`config.mk`:
```
export PLATFORM = sky130hd
export DESIGN_NAME = atm_account_server
export DESIGN_NICKNAME = d
export VERILOG_FILES = /design/src/rtl/atm_pkg.sv /design/src/rtl/atm_acct_alu.sv /design/src/rtl/atm_account_server.sv
export SDC_FILE = /design/constraint.sdc
export NUM_CORES = 1
export LEC_CHECK = 0
export CORE_ASPECT_RATIO = 0.6
export CORE_UTILIZATION = 54
export DETAILED_ROUTE_END_ITERATION = 8
export GPL_TIMING_DRIVEN = 0
export PLACE_DENSITY = 0.77
export SLEW_MARGIN = 20
export SYNTH_ARGS = -nofsm -noshare
export SYNTH_HDL_FRONTEND = slang
export SYNTH_SLANG_ARGS = --single-unit
```
`constraint.sdc`:
```
create_clock -name clk -period 5.4 [get_ports clk]
set_clock_uncertainty 0.2 [all_clocks]
set_input_delay 0.81 -clock clk [delete_from_list [all_inputs] [get_ports clk]]
set_output_delay 0.81 -clock clk [all_outputs]
set_load 0.005 [all_outputs]
```
`src/rtl/atm_pkg.sv`:
```
// Shared definitions for the ATM account server and the ATM front-end.
// Holds the request op codes, response status codes, the server FSM state
// type and the default configuration constants.
package atm_pkg;

    typedef enum logic [2:0] {
        OP_DEPOSIT  = 3'd0,
        OP_WITHDRAW = 3'd1,
        OP_BALANCE  = 3'd2,
        OP_TRANSFER = 3'd3,
        OP_EXIT     = 3'd4,
        OP_AUTH     = 3'd5
    } op_t;

    typedef enum logic [2:0] {
        ST_OK           = 3'd0,
        ST_BAD_PIN      = 3'd1,
        ST_LOCKED       = 3'd2,
        ST_INSUFFICIENT = 3'd3,
        ST_OVERFLOW     = 3'd4,
        ST_NOT_AUTH     = 3'd5,
        ST_BAD_OP       = 3'd6
    } status_t;

    typedef enum logic [1:0] {
        IDLE = 2'd0,
        EXEC = 2'd1,
        RESP = 2'd2
    } state_t;

    localparam int          ATM_NUM_ACCTS    = 4;
    localparam int          ATM_ACCT_W       = 2;
    localparam logic [7:0]  ATM_INIT_BALANCE = 8'd100;
    localparam logic [15:0] ATM_PIN_BASE     = 16'h1234;
    localparam int          ATM_MAX_TRIES    = 3;

endpackage

```
`src/rtl/atm_acct_alu.sv`:
```
// Combinational evaluation of one latched request against the current
// account state.
//   op/acct/dst/pin/amount : latched request fields
//   sess_valid/sess_acct   : current session
//   src_bal/dst_bal        : balances of session account / destination
//   acct_locked/acct_fails : lock flag and fail count of the AUTH account
//   status                 : response status code
//   src_we/src_new         : session-account balance write
//   dst_we/dst_new         : destination balance write (TRANSFER)
//   sess_set/sess_clr      : session open (to acct) / close
//   fail_inc/fail_clr/lock_set : PIN-failure bookkeeping for acct
module atm_acct_alu
    import atm_pkg::*;
#(
    parameter int          ACCT_W    = ATM_ACCT_W,
    parameter logic [15:0] PIN_BASE  = ATM_PIN_BASE,
    parameter int          MAX_TRIES = ATM_MAX_TRIES,
    parameter int          FAIL_W    = 2
) (
    input  logic [2:0]        op,
    input  logic [ACCT_W-1:0] acct,
    input  logic [ACCT_W-1:0] dst,
    input  logic [15:0]       pin,
    input  logic [7:0]        amount,
    input  logic              sess_valid,
    input  logic [ACCT_W-1:0] sess_acct,
    input  logic [7:0]        src_bal,
    input  logic [7:0]        dst_bal,
    input  logic              acct_locked,
    input  logic [FAIL_W-1:0] acct_fails,
    output logic [2:0]        status,
    output logic              src_we,
    output logic [7:0]        src_new,
    output logic              dst_we,
    output logic [7:0]        dst_new,
    output logic              sess_set,
    output logic              sess_clr,
    output logic              fail_inc,
    output logic              fail_clr,
    output logic              lock_set
);

    logic [8:0] src_sum;
    logic [8:0] dst_sum;

    assign src_sum = {1'b0, src_bal} + {1'b0, amount};
    assign dst_sum = {1'b0, dst_bal} + {1'b0, amount};

    always_comb begin
        status   = ST_OK;
        src_we   = 1'b0;
        src_new  = src_bal;
        dst_we   = 1'b0;
        dst_new  = dst_bal;
        sess_set = 1'b0;
        sess_clr = 1'b0;
        fail_inc = 1'b0;
        fail_clr = 1'b0;
        lock_set = 1'b0;
        case (op)
            OP_AUTH: begin
                if (acct_locked) begin
                    status = ST_LOCKED;
                end else if (pin == (PIN_BASE ^ 16'(acct))) begin
                    sess_set = 1'b1;
                    fail_clr = 1'b1;
                end else begin
                    status   = ST_BAD_PIN;
                    fail_inc = 1'b1;
                    sess_clr = 1'b1;
                    lock_set = (int'(acct_fails) + 1 >= MAX_TRIES);
                end
            end
            OP_EXIT: sess_clr = 1'b1;
            OP_DEPOSIT, OP_WITHDRAW, OP_BALANCE, OP_TRANSFER: begin
                if (!sess_valid) begin
                    status = ST_NOT_AUTH;
                end else begin
                    case (op)
                        OP_DEPOSIT: begin
                            if (src_sum[8]) begin
                                status = ST_OVERFLOW;
                            end else begin
                                src_we  = 1'b1;
                                src_new = src_sum[7:0];
                            end
                        end
                        OP_WITHDRAW: begin
                            if (amount > src_bal) begin
                                status = ST_INSUFFICIENT;
                            end else begin
                                src_we  = 1'b1;
                                src_new = src_bal - amount;
                            end
                        end
                        OP_TRANSFER: begin
                            // Self-transfer is a no-op; writing both ports to
                            // the same entry would lose one of the updates.
                            if (amount > src_bal) begin
                                status = ST_INSUFFICIENT;
                            end else if (dst != sess_acct) begin
                                if (dst_sum[8]) begin
                                    status = ST_OVERFLOW;
                                end else begin
                                    src_we  = 1'b1;
                                    src_new = src_bal - amount;
                                    dst_we  = 1'b1;
                                    dst_new = dst_sum[7:0];
                                end
                            end
                        end
                        default: ;
                    endcase
                end
            end
            default: status = ST_BAD_OP;
        endcase
    end

endmodule

```
`src/rtl/atm_account_server.sv`:
```
// Bank-side responder for ATM transaction requests. Holds the balance
// table, PIN-failure counters, lock flags and the single active session.
//   clk, rst                 : clock, async active-high reset
//   req_valid/req_ready      : request handshake (accepted only in IDLE)
//   req_op/acct/dst_acct/pin/amount : request fields, latched on accept
//   rsp_valid/rsp_ready      : response handshake
//   rsp_status/rsp_balance   : result code and session post-op balance
module atm_account_server
    import atm_pkg::*;
#(
    parameter int          NUM_ACCTS    = ATM_NUM_ACCTS,
    parameter int          ACCT_W       = ATM_ACCT_W,
    parameter logic [7:0]  INIT_BALANCE = ATM_INIT_BALANCE,
    parameter logic [15:0] PIN_BASE     = ATM_PIN_BASE,
    parameter int          MAX_TRIES    = ATM_MAX_TRIES
) (
    input  logic              clk,
    input  logic              rst,
    input  logic              req_valid,
    output logic              req_ready,
    input  logic [2:0]        req_op,
    input  logic [ACCT_W-1:0] req_acct,
    input  logic [ACCT_W-1:0] req_dst_acct,
    input  logic [15:0]       req_pin,
    input  logic [7:0]        req_amount,
    output logic              rsp_valid,
    input  logic              rsp_ready,
    output logic [2:0]        rsp_status,
    output logic [7:0]        rsp_balance
);

    localparam int FAIL_W = $clog2(MAX_TRIES + 1);

    state_t state, state_next;

    logic [7:0]        bal   [NUM_ACCTS];
    logic [FAIL_W-1:0] fails [NUM_ACCTS];
    logic [NUM_ACCTS-1:0] locked;
    logic              sess_valid;
    logic [ACCT_W-1:0] sess_acct;

    logic [2:0]        lat_op;
    logic [ACCT_W-1:0] lat_acct;
    logic [ACCT_W-1:0] lat_dst;
    logic [15:0]       lat_pin;
    logic [7:0]        lat_amount;

    logic [2:0] alu_status;
    logic       src_we, dst_we;
    logic [7:0] src_new, dst_new;
    logic       sess_set, sess_clr, fail_inc, fail_clr, lock_set;
    logic [7:0] rsp_balance_next;

    atm_acct_alu #(
        .ACCT_W    (ACCT_W),
        .PIN_BASE  (PIN_BASE),
        .MAX_TRIES (MAX_TRIES),
        .FAIL_W    (FAIL_W)
    ) u_alu (
        .op          (lat_op),
        .acct        (lat_acct),
        .dst         (lat_dst),
        .pin         (lat_pin),
        .amount      (lat_amount),
        .sess_valid  (sess_valid),
        .sess_acct   (sess_acct),
        .src_bal     (bal[sess_acct]),
        .dst_bal     (bal[lat_dst]),
        .acct_locked (locked[lat_acct]),
        .acct_fails  (fails[lat_acct]),
        .status      (alu_status),
        .src_we      (src_we),
        .src_new     (src_new),
        .dst_we      (dst_we),
        .dst_new     (dst_new),
        .sess_set    (sess_set),
        .sess_clr    (sess_clr),
        .fail_inc    (fail_inc),
        .fail_clr    (fail_clr),
        .lock_set    (lock_set)
    );

    always_ff @(posedge clk or posedge rst) begin
        if (rst) state <= IDLE;
        else     state <= state_next;
    end

    // req_ready is gated by rst so it reads 0 while reset is held.
    always_comb begin
        state_next = state;
        req_ready  = 1'b0;
        rsp_valid  = 1'b0;
        case (state)
            IDLE: begin
                req_ready = ~rst;
                if (req_valid) state_next = EXEC;
            end
            EXEC: state_next = RESP;
            RESP: begin
                rsp_valid = 1'b1;
                if (rsp_ready) state_next = IDLE;
            end
            default: state_next = IDLE;
        endcase
    end

    // Balance reported is the session's after this op, whichever session
    // survives it.
    always_comb begin
        rsp_balance_next = '0;
        if (sess_set)
            rsp_balance_next = bal[lat_acct];
        else if (!sess_clr && sess_valid)
            rsp_balance_next = src_we ? src_new : bal[sess_acct];
    end

    always_ff @(posedge clk or posedge rst) begin
        if (rst) begin
            for (int unsigned i = 0; i < NUM_ACCTS; i++) begin
                bal[i]   <= INIT_BALANCE;
                fails[i] <= '0;
            end
            locked      <= '0;
            sess_valid  <= 1'b0;
            sess_acct   <= '0;
            lat_op      <= '0;
            lat_acct    <= '0;
            lat_dst     <= '0;
            lat_pin     <= '0;
            lat_amount  <= '0;
            rsp_status  <= '0;
            rsp_balance <= '0;
        end else begin
            if (state == IDLE && req_valid) begin
                lat_op     <= req_op;
                lat_acct   <= req_acct;
                lat_dst    <= req_dst_acct;
                lat_pin    <= req_pin;
                lat_amount <= req_amount;
            end
            if (state == EXEC) begin
                if (src_we)   bal[sess_acct]  <= src_new;
                if (dst_we)   bal[lat_dst]    <= dst_new;
                if (fail_clr) fails[lat_acct] <= '0;
                if (fail_inc) fails[lat_acct] <= fails[lat_acct] + 1'b1;
                if (lock_set) locked[lat_acct] <= 1'b1;
                if (sess_set) begin
                    sess_valid <= 1'b1;
                    sess_acct  <= lat_acct;
                end else if (sess_clr) begin
                    sess_valid <= 1'b0;
                end
                rsp_status  <= alu_status;
                rsp_balance <= rsp_balance_next;
            end
        end
    end

endmodule

```
# [Word-level counts from Yosys, hierarchy flattened]
# Cells that the tools add are included.
[op_classes] magnitude_cmp=10 add_sub_neg=5 bitwise=7 eq_ne=11 mux=86 reduce_logical=15
[ops] cell="two-way mux 8 bit" count=27
[ops] cell="two-way mux 32 bit" count=3
[ops] cell="bitwise mux 32 bit" count=2
[ops] cell="binary-select mux 8 bit (select 2 bit)" count=3
[ops] cell="demux 8 bit (select 2 bit)" count=2
[ops] cell="greater-or-equal comparator 32 x 3 -> 1 bit (second input constant)" count=1
[ops] cell="two-way mux 1 bit" count=26
[ops] cell="one-hot mux 8 bit (3 select lines)" count=1
[ops] cell="adder 8 x 8 -> 9 bit" count=2
[ops] cell="two-way mux 3 bit" count=6
[ops] cell="one-hot mux 3 bit (3 select lines)" count=2
[ops] cell="== test 16 x 13 -> 1 bit" count=1
[ops] cell="two-way mux 2 bit" count=6
[ops] cell="greater-or-equal comparator 3 bit (second input constant)" count=3
[ops] cell="less-than comparator 3 x 1 -> 1 bit (second input constant)" count=3
[ops] cell="inverter 2 -> 3 bit" count=3
[ops] cell="bitwise AND 8 bit" count=1
[ops] cell="bitwise mux 8 bit" count=1
[ops] cell="> comparator 8 bit" count=1
[ops] cell="inverter 8 bit" count=1
[ops] cell="AND reduction 2 bit" count=4
[ops] cell="subtractor 8 bit" count=1
[ops] cell="== test 3 x 2 -> 1 bit (second input constant)" count=2
[ops] cell="== test 3 bit (second input constant)" count=2
[ops] cell="other kinds (24)" count=30
[word_totals] register_bits=91 output_inout_bits=13 elab_cells=153 input_bits=35

# [Logic depth before layout (Yosys ltp)]
[logic_depth] word_depth=16 mapped_depth=15 mapped_depth_nobuf=11

# [Modules after synthesis]
# A second synthesis with hierarchy kept.
[unflattened] hier_cells=624 hier_area_um2=6590.1
[modules_own_cells] module="atm_account_server" area_each_um2=5103.6 seq_area_each_um2=2292.2 n_inst=1 cells_per_inst=417
[modules_own_cells] module="atm_acct_alu" area_each_um2=1486.4 seq_area_each_um2=0.0 n_inst=1 cells_per_inst=207

# [Worst setup path after synthesis]
# OpenSTA, ideal clock, no wires.
[synth_timing] path_kind="flip-flop to flip-flop" from="reg lat_dst[0]" to="reg bal[25] (netlist name)" path_buffers=2 slack_ns=1.067 setup_ns=0.124 period_less_slack_ns=4.333 stages_incl_launch_ff=13 required_time_ns=5.076 arrival_ns=4.009 path_cell_list="dfrtp_1 buf_1 mux4_2 ha_1 fa_1 a211oi_2 o211a_4 o21ai_4 a2111o_4 a2111oi_4 buf_6 a2bb2oi_1 o31a_1"
[synth_via] elab_chain_cells=16 word_cells_on_any_way=37 cone_classes="add/sub (1); order compare (2); eq/ne (1); mux (31); bitwise (1); reduce/logical (1)"
[synth_rtl] item="start: declaration" line_no="atm_account_server.sv:44" source="logic [ACCT_W-1:0] lat_dst;"
[synth_rtl] item="start signal: assignment" line_no="atm_account_server.sv:137" source="lat_dst <= req_dst_acct;"
[synth_rtl] item="inverter 2 -> 3 bit (implied by the code)" line_no="atm_account_server.sv:68, atm_account_server.sv:143"
[synth_rtl] item="binary-select mux 8 bit (select 2 bit)" line_no="atm_account_server.sv:68" source=".dst_bal (bal[lat_dst]),"
[synth_rtl] item="two-way mux 8 bit (implied by the code) (2 in series)" line_no="atm_account_server.sv:68"
[synth_rtl] item="adder 8 x 8 -> 9 bit" line_no="atm_acct_alu.sv:47" source="assign dst_sum = {1'b0, dst_bal} + {1'b0, amount};"
[synth_rtl] item="two-way mux 8 bit" line_no="atm_acct_alu.sv:102" source="if (dst_sum[8]) begin"
[synth_rtl] item="two-way mux 8 bit" line_no="atm_acct_alu.sv:101" source="end else if (dst != sess_acct) begin"
[synth_rtl] item="two-way mux 8 bit" line_no="atm_acct_alu.sv:99" source="if (amount > src_bal) begin"
[synth_rtl] item="one-hot mux 8 bit (3 select lines)" line_no="atm_acct_alu.sv:79" source="case (op)"
[synth_rtl] item="two-way mux 8 bit" line_no="atm_acct_alu.sv:76" source="if (!sess_valid) begin"
[synth_rtl] item="two-way mux 8 bit" line_no="atm_acct_alu.sv:60" source="case (op)"
[synth_rtl] item="bitwise mux 32 bit" line_no="atm_account_server.sv:142" source="if (src_we) bal[sess_acct] <= src_new;"
[synth_rtl] item="two-way mux 32 bit" line_no="atm_account_server.sv:142"
[synth_rtl] item="two-way mux 32 bit" line_no="atm_account_server.sv:141" source="if (state == EXEC) begin"
[synth_rtl] item="bitwise mux 32 bit" line_no="atm_account_server.sv:143" source="if (dst_we) bal[lat_dst] <= dst_new;"
[synth_rtl] item="two-way mux 32 bit *" line_no="atm_account_server.sv:143"
[synth_rtl] item="end signal: indexed assignment" line_no="atm_account_server.sv:142"
[synth_rtl] item="end signal: indexed assignment" line_no="atm_account_server.sv:143"
[synth_rtl] item="end: declaration" line_no="atm_account_server.sv:36" source="logic [7:0] bal [NUM_ACCTS];"
# Every way passes the cells marked *; elsewhere a longest branch is shown, timed or not. The select of a mux whose other input is x is not followed.
# A chain may end at the register's enable or synchronous reset.

# [Worst setup path after layout]
[layout_timing] from="reg sess_acct[0]" to="reg bal[1] (netlist name)"
[layout_via] elab_chain_cells=16 word_cells_on_any_way=41 cone_classes="add/sub (2); order compare (3); eq/ne (1); mux (33); bitwise (1); reduce/logical (1)"
[layout_rtl] item="start: declaration" line_no="atm_account_server.sv:40" source="logic [ACCT_W-1:0] sess_acct;"
[layout_rtl] item="start signal: assignment" line_no="atm_account_server.sv:149" source="sess_acct <= lat_acct;"
[layout_rtl] item="inverter 2 -> 3 bit (implied by the code)" line_no="atm_account_server.sv:67, atm_account_server.sv:142"
[layout_rtl] item="binary-select mux 8 bit (select 2 bit)" line_no="atm_account_server.sv:67" source=".src_bal (bal[sess_acct]),"
[layout_rtl] item="two-way mux 8 bit (implied by the code) (2 in series)" line_no="atm_account_server.sv:67"
[layout_rtl] item="subtractor 8 bit" line_no="atm_acct_alu.sv:93, atm_acct_alu.sv:106"
[layout_rtl] item="two-way mux 8 bit" line_no="atm_acct_alu.sv:102"
[layout_rtl] item="two-way mux 8 bit" line_no="atm_acct_alu.sv:101"
[layout_rtl] item="two-way mux 8 bit" line_no="atm_acct_alu.sv:99"
[layout_rtl] item="one-hot mux 8 bit (3 select lines)" line_no="atm_acct_alu.sv:79"
[layout_rtl] item="two-way mux 8 bit" line_no="atm_acct_alu.sv:76"
[layout_rtl] item="two-way mux 8 bit" line_no="atm_acct_alu.sv:60"
[layout_rtl] item="bitwise mux 32 bit" line_no="atm_account_server.sv:142"
[layout_rtl] item="two-way mux 32 bit" line_no="atm_account_server.sv:142"
[layout_rtl] item="two-way mux 32 bit" line_no="atm_account_server.sv:141"
[layout_rtl] item="bitwise mux 32 bit" line_no="atm_account_server.sv:143"
[layout_rtl] item="two-way mux 32 bit *" line_no="atm_account_server.sv:143"
# Marks and branches as above.

==> run metrics <==
status=completed; die width=141 um; CTS Hold Buffers Added=0; I/O pin cnt=48; vias in the first global route=5248; Clock transition at path regs=70 ps; DR pass1 iterations=6; Hold Crit Class=reg2reg; initial antenna violation count=0; Top FF cell, synth=dfrtp_1; Post-synth EDFFs=0; DPL Wire Length=15.1 mm; # Post-CTS Setup Buffers=0; Yosys cell types=78; flops & latches, synth=91; Via density=6.92; largest net degree at the start of global routing=73; Post-Route Utilization=64.7%; die area=12100 um^2; ranking of synthesized cells by area=dfrtp_1, mux4_2, ha_1; VDD IR max=204 uV; post-synth top area cell=dfrtp_1; unrepaired setup endpoints after global routing=no; DR WL/cell=24.7 um; number of nets still failing antenna checks after routing=0; Critical-path top delay cell=mux4_2; worst rel slew slack=32.0%; Yosys top cell area share=31.4%; ys async rst share=100%; # diodes=0; CTS tree=built; Final Hold Fails=0; Final Wtd Congestion=0.973; cells after synthesis=595; Mean Syn Cell Area=10.6 um^2; PostCTS Resize Cnt=0; Yosys Warn Count=0; Pleak=0.00301 uW; clk_lat worst skew=350 ps; Tmin final=5000 ps; NumNets Final=720; global route overflow=0; number of setup violations in the final report=0; Vias=5666; Port Buffers=47; final wirelength=20.2 mm; Tcrit/Tclk final=92.6%; Num CTS Buffers=9; Fill cells=920; first-pass GRT wire length=31.0 mm; CP max stage delay=630 ps; net count after synthesis=661; Synth Cell Area=6300 um^2; pwr/cell area=398 nW/um^2; max-cap violations=0; CTS sink cnt=91; Max Freq=200 MHz; required time worst endpoint=5400 ps; Layout area overhead=16.5%; fraction of layout cells with a size suffix above 1=20.5%; Die Ht=85.7 um; Fin Setup TNS=0 ps; initial core utilization=55.6%; worst slew pin tran=1020 ps; crit-path cells=buf_4, buf_1, mux4_2, ha_1, inv_1, fa_1, nor2_1, o221ai_1, a211o_1, nand3_1, buf_2, a311oi_2, mux2_2, a31oi_1; sequential share of the synthesized area=36.4%; Total GRT Usage=34.9%; htree depth=3; crit path launch type=register; maximum fanout along the worst path=10; Rows=30; clk buf depth=2; placed cells=803; Hold Slack=278 ps; clock root cell=clkbuf_16; fin. max-slew vios=0; final non-filler cell total=819; Critical Path End Type=register; core area=11300 um^2; Arr. time, crit path=5000 ps; First DRT Iteration DRCs=728; CP Class=reg2reg; DR DRC count=0
-- layer usage --
| layer | part of all wire [%] | track usage (%) | up-vias |
|---|---|---|---|
| li1 | - | - | 2386 |
| met1 | 45 | 53.3 | 2830 |
| met2 | 42 | 49.0 | 402 |
| met3 | 12 | 8.93 | 48 |
| met4 | 1.7 | 9.19 | 0 |
| met5 | 0 | 0 | - |
-- final cells by class --
| cell class | instances | area, um^2 | share of cell area [%] |
|---|---|---|---|
| Clock inverter | 6 | 96.3 | 1.31 |
| Sequential cell | 91 | 2290 | 31.2 |
| Multi-Input combinational cell | 442 | 3750 | 51.1 |
| Tap cell | 160 | 200 | 2.73 |
| Buffer | 34 | 165 | 2.25 |
| Clock buffer | 10 | 229 | 3.12 |
| Inverter | 28 | 110 | 1.50 |
| Timing Repair Buffer | 48 | 498 | 6.79 |
-- cells in the final DEF (no fill, tap or decap), types with 6 or more instances in the layout --
cell             Yosys  layout
or2_2                6       6
a21o_1              13      13
o31ai_1              6       6
nor2b_1              9       9
nor3_1              25      25
inv_1               28      27
o32ai_1              7       7
clkdlybuf4s50_1      0      47
ha_1                28      28
mux4_2              27      27
a22o_1               7       7
dfstp_2             12      12
nand3_1             18      18
nor2_1              27      26
clkbuf_1            17      18
nand2b_1            12      12
o21bai_1             9       9
a22oi_1             10      10
dfrtp_1             79      79
clkbuf_16            0       9
a21oi_1             37      37
mux2_2              26      26
buf_2                8       8
nand2_1             37      37
xnor2_1              7       7
o21ai_0             27      27
a211oi_1            10      10
and3_1               8       8
-- through the flow --
step | instance area (um^2) | power (uW) | setup slack, ps
floorplan | 6300 | 1790 | 1070
global placement | 6970 | 2130 | 195
detailed placement | 7000 | 2180 | 66.2
CTS | 7330 | 2890 | 44.5
global route | 7340 | 3050 | 240
finish | 7340 | 2920 | 397
-- sequential cells by signal, summed over array words and instances (netlist names) --
register and count:
lat_op 3, sess_acct 2, fails 8, lat_acct 2, locked 4, bal 32, lat_dst 2, lat_amount 8
rsp_status 3, state 2, rsp_balance 8, sess_valid 1, lat_pin 16
-- Yosys cell counts (all sizes together) (5+ instances only) --
cell type and n:
a2111oi 5, a211oi 15, a21o 13, a21oi 39, a221oi 8, a22o 7
a22oi 10, and3 8, buf 17, clkbuf 17, dfrtp 79, dfstp 12
ha 28, inv 28, mux2 26, mux4 27, nand2 37, nand2b 12
nand3 18, nor2 29, nor2b 9, nor3 27, nor4 5, o21ai 31
o21bai 9, o22ai 5, o31ai 6, o32ai 8, or2 6, xnor2 7
-- power breakdown --
group / switching (uW) / internal, uW / leakage, uW / total [uW]
Clock: 298 / 412 / 0.000155 / 710
Sequential: 142 / 847 / 0.00115 / 988
Combinational: 744 / 476 / 0.00171 / 1220
Total: 1180 / 1730 / 0.00301 / 2920
-- worst max-delay path: cells and delay by family (launching register included) --
kind | cells | cell delay (ps)
buffers and inverters | 4 | 1200
DFF | 1 | 320
and+or+nand+nor | 2 | 500
muxes | 2 | 890
AOI/OAI and AO/OA | 4 | 1230
adders and majority gates | 2 | 500
-- final timing paths --
path                            depth (start not counted)                         to                      start  slack, ps
worst max register to register                         14         bal[1]$_DFFE_PP0P_   sess_acct[0]$_DFFE_PP0P_        400
worst min register to register                          2  rsp_status[0]$_DFFE_PP0P_  rsp_status[0]$_DFFE_PP0P_        280
worst min-delay path                                    2  rsp_status[0]$_DFFE_PP0P_  rsp_status[0]$_DFFE_PP0P_        280
max in group asynchronous                               3         bal[2]$_DFFE_PP1P_                        rst       3720
worst max-delay path                                   14         bal[1]$_DFFE_PP0P_   sess_acct[0]$_DFFE_PP0P_        400
min in group asynchronous                               2  lat_amount[5]$_DFFE_PP0P_                        rst        600
-- cell families (layout without fill, tap and decap cells) --
logic type	Yosys count	in the layout	share of synthesized area [%]
adder cells (fa/ha/maj)	31	31	6.51
buffers and inverters	62	126	4.27
AND/OR/NAND/NOR	168	168	14.5
multiplexers	53	53	14.3
XOR/XNOR	8	8	1.11
AO/OA/AOI/OAI	182	182	22.9
flip-flops	91	91	36.4
Power figures use the tool's default switching activity.
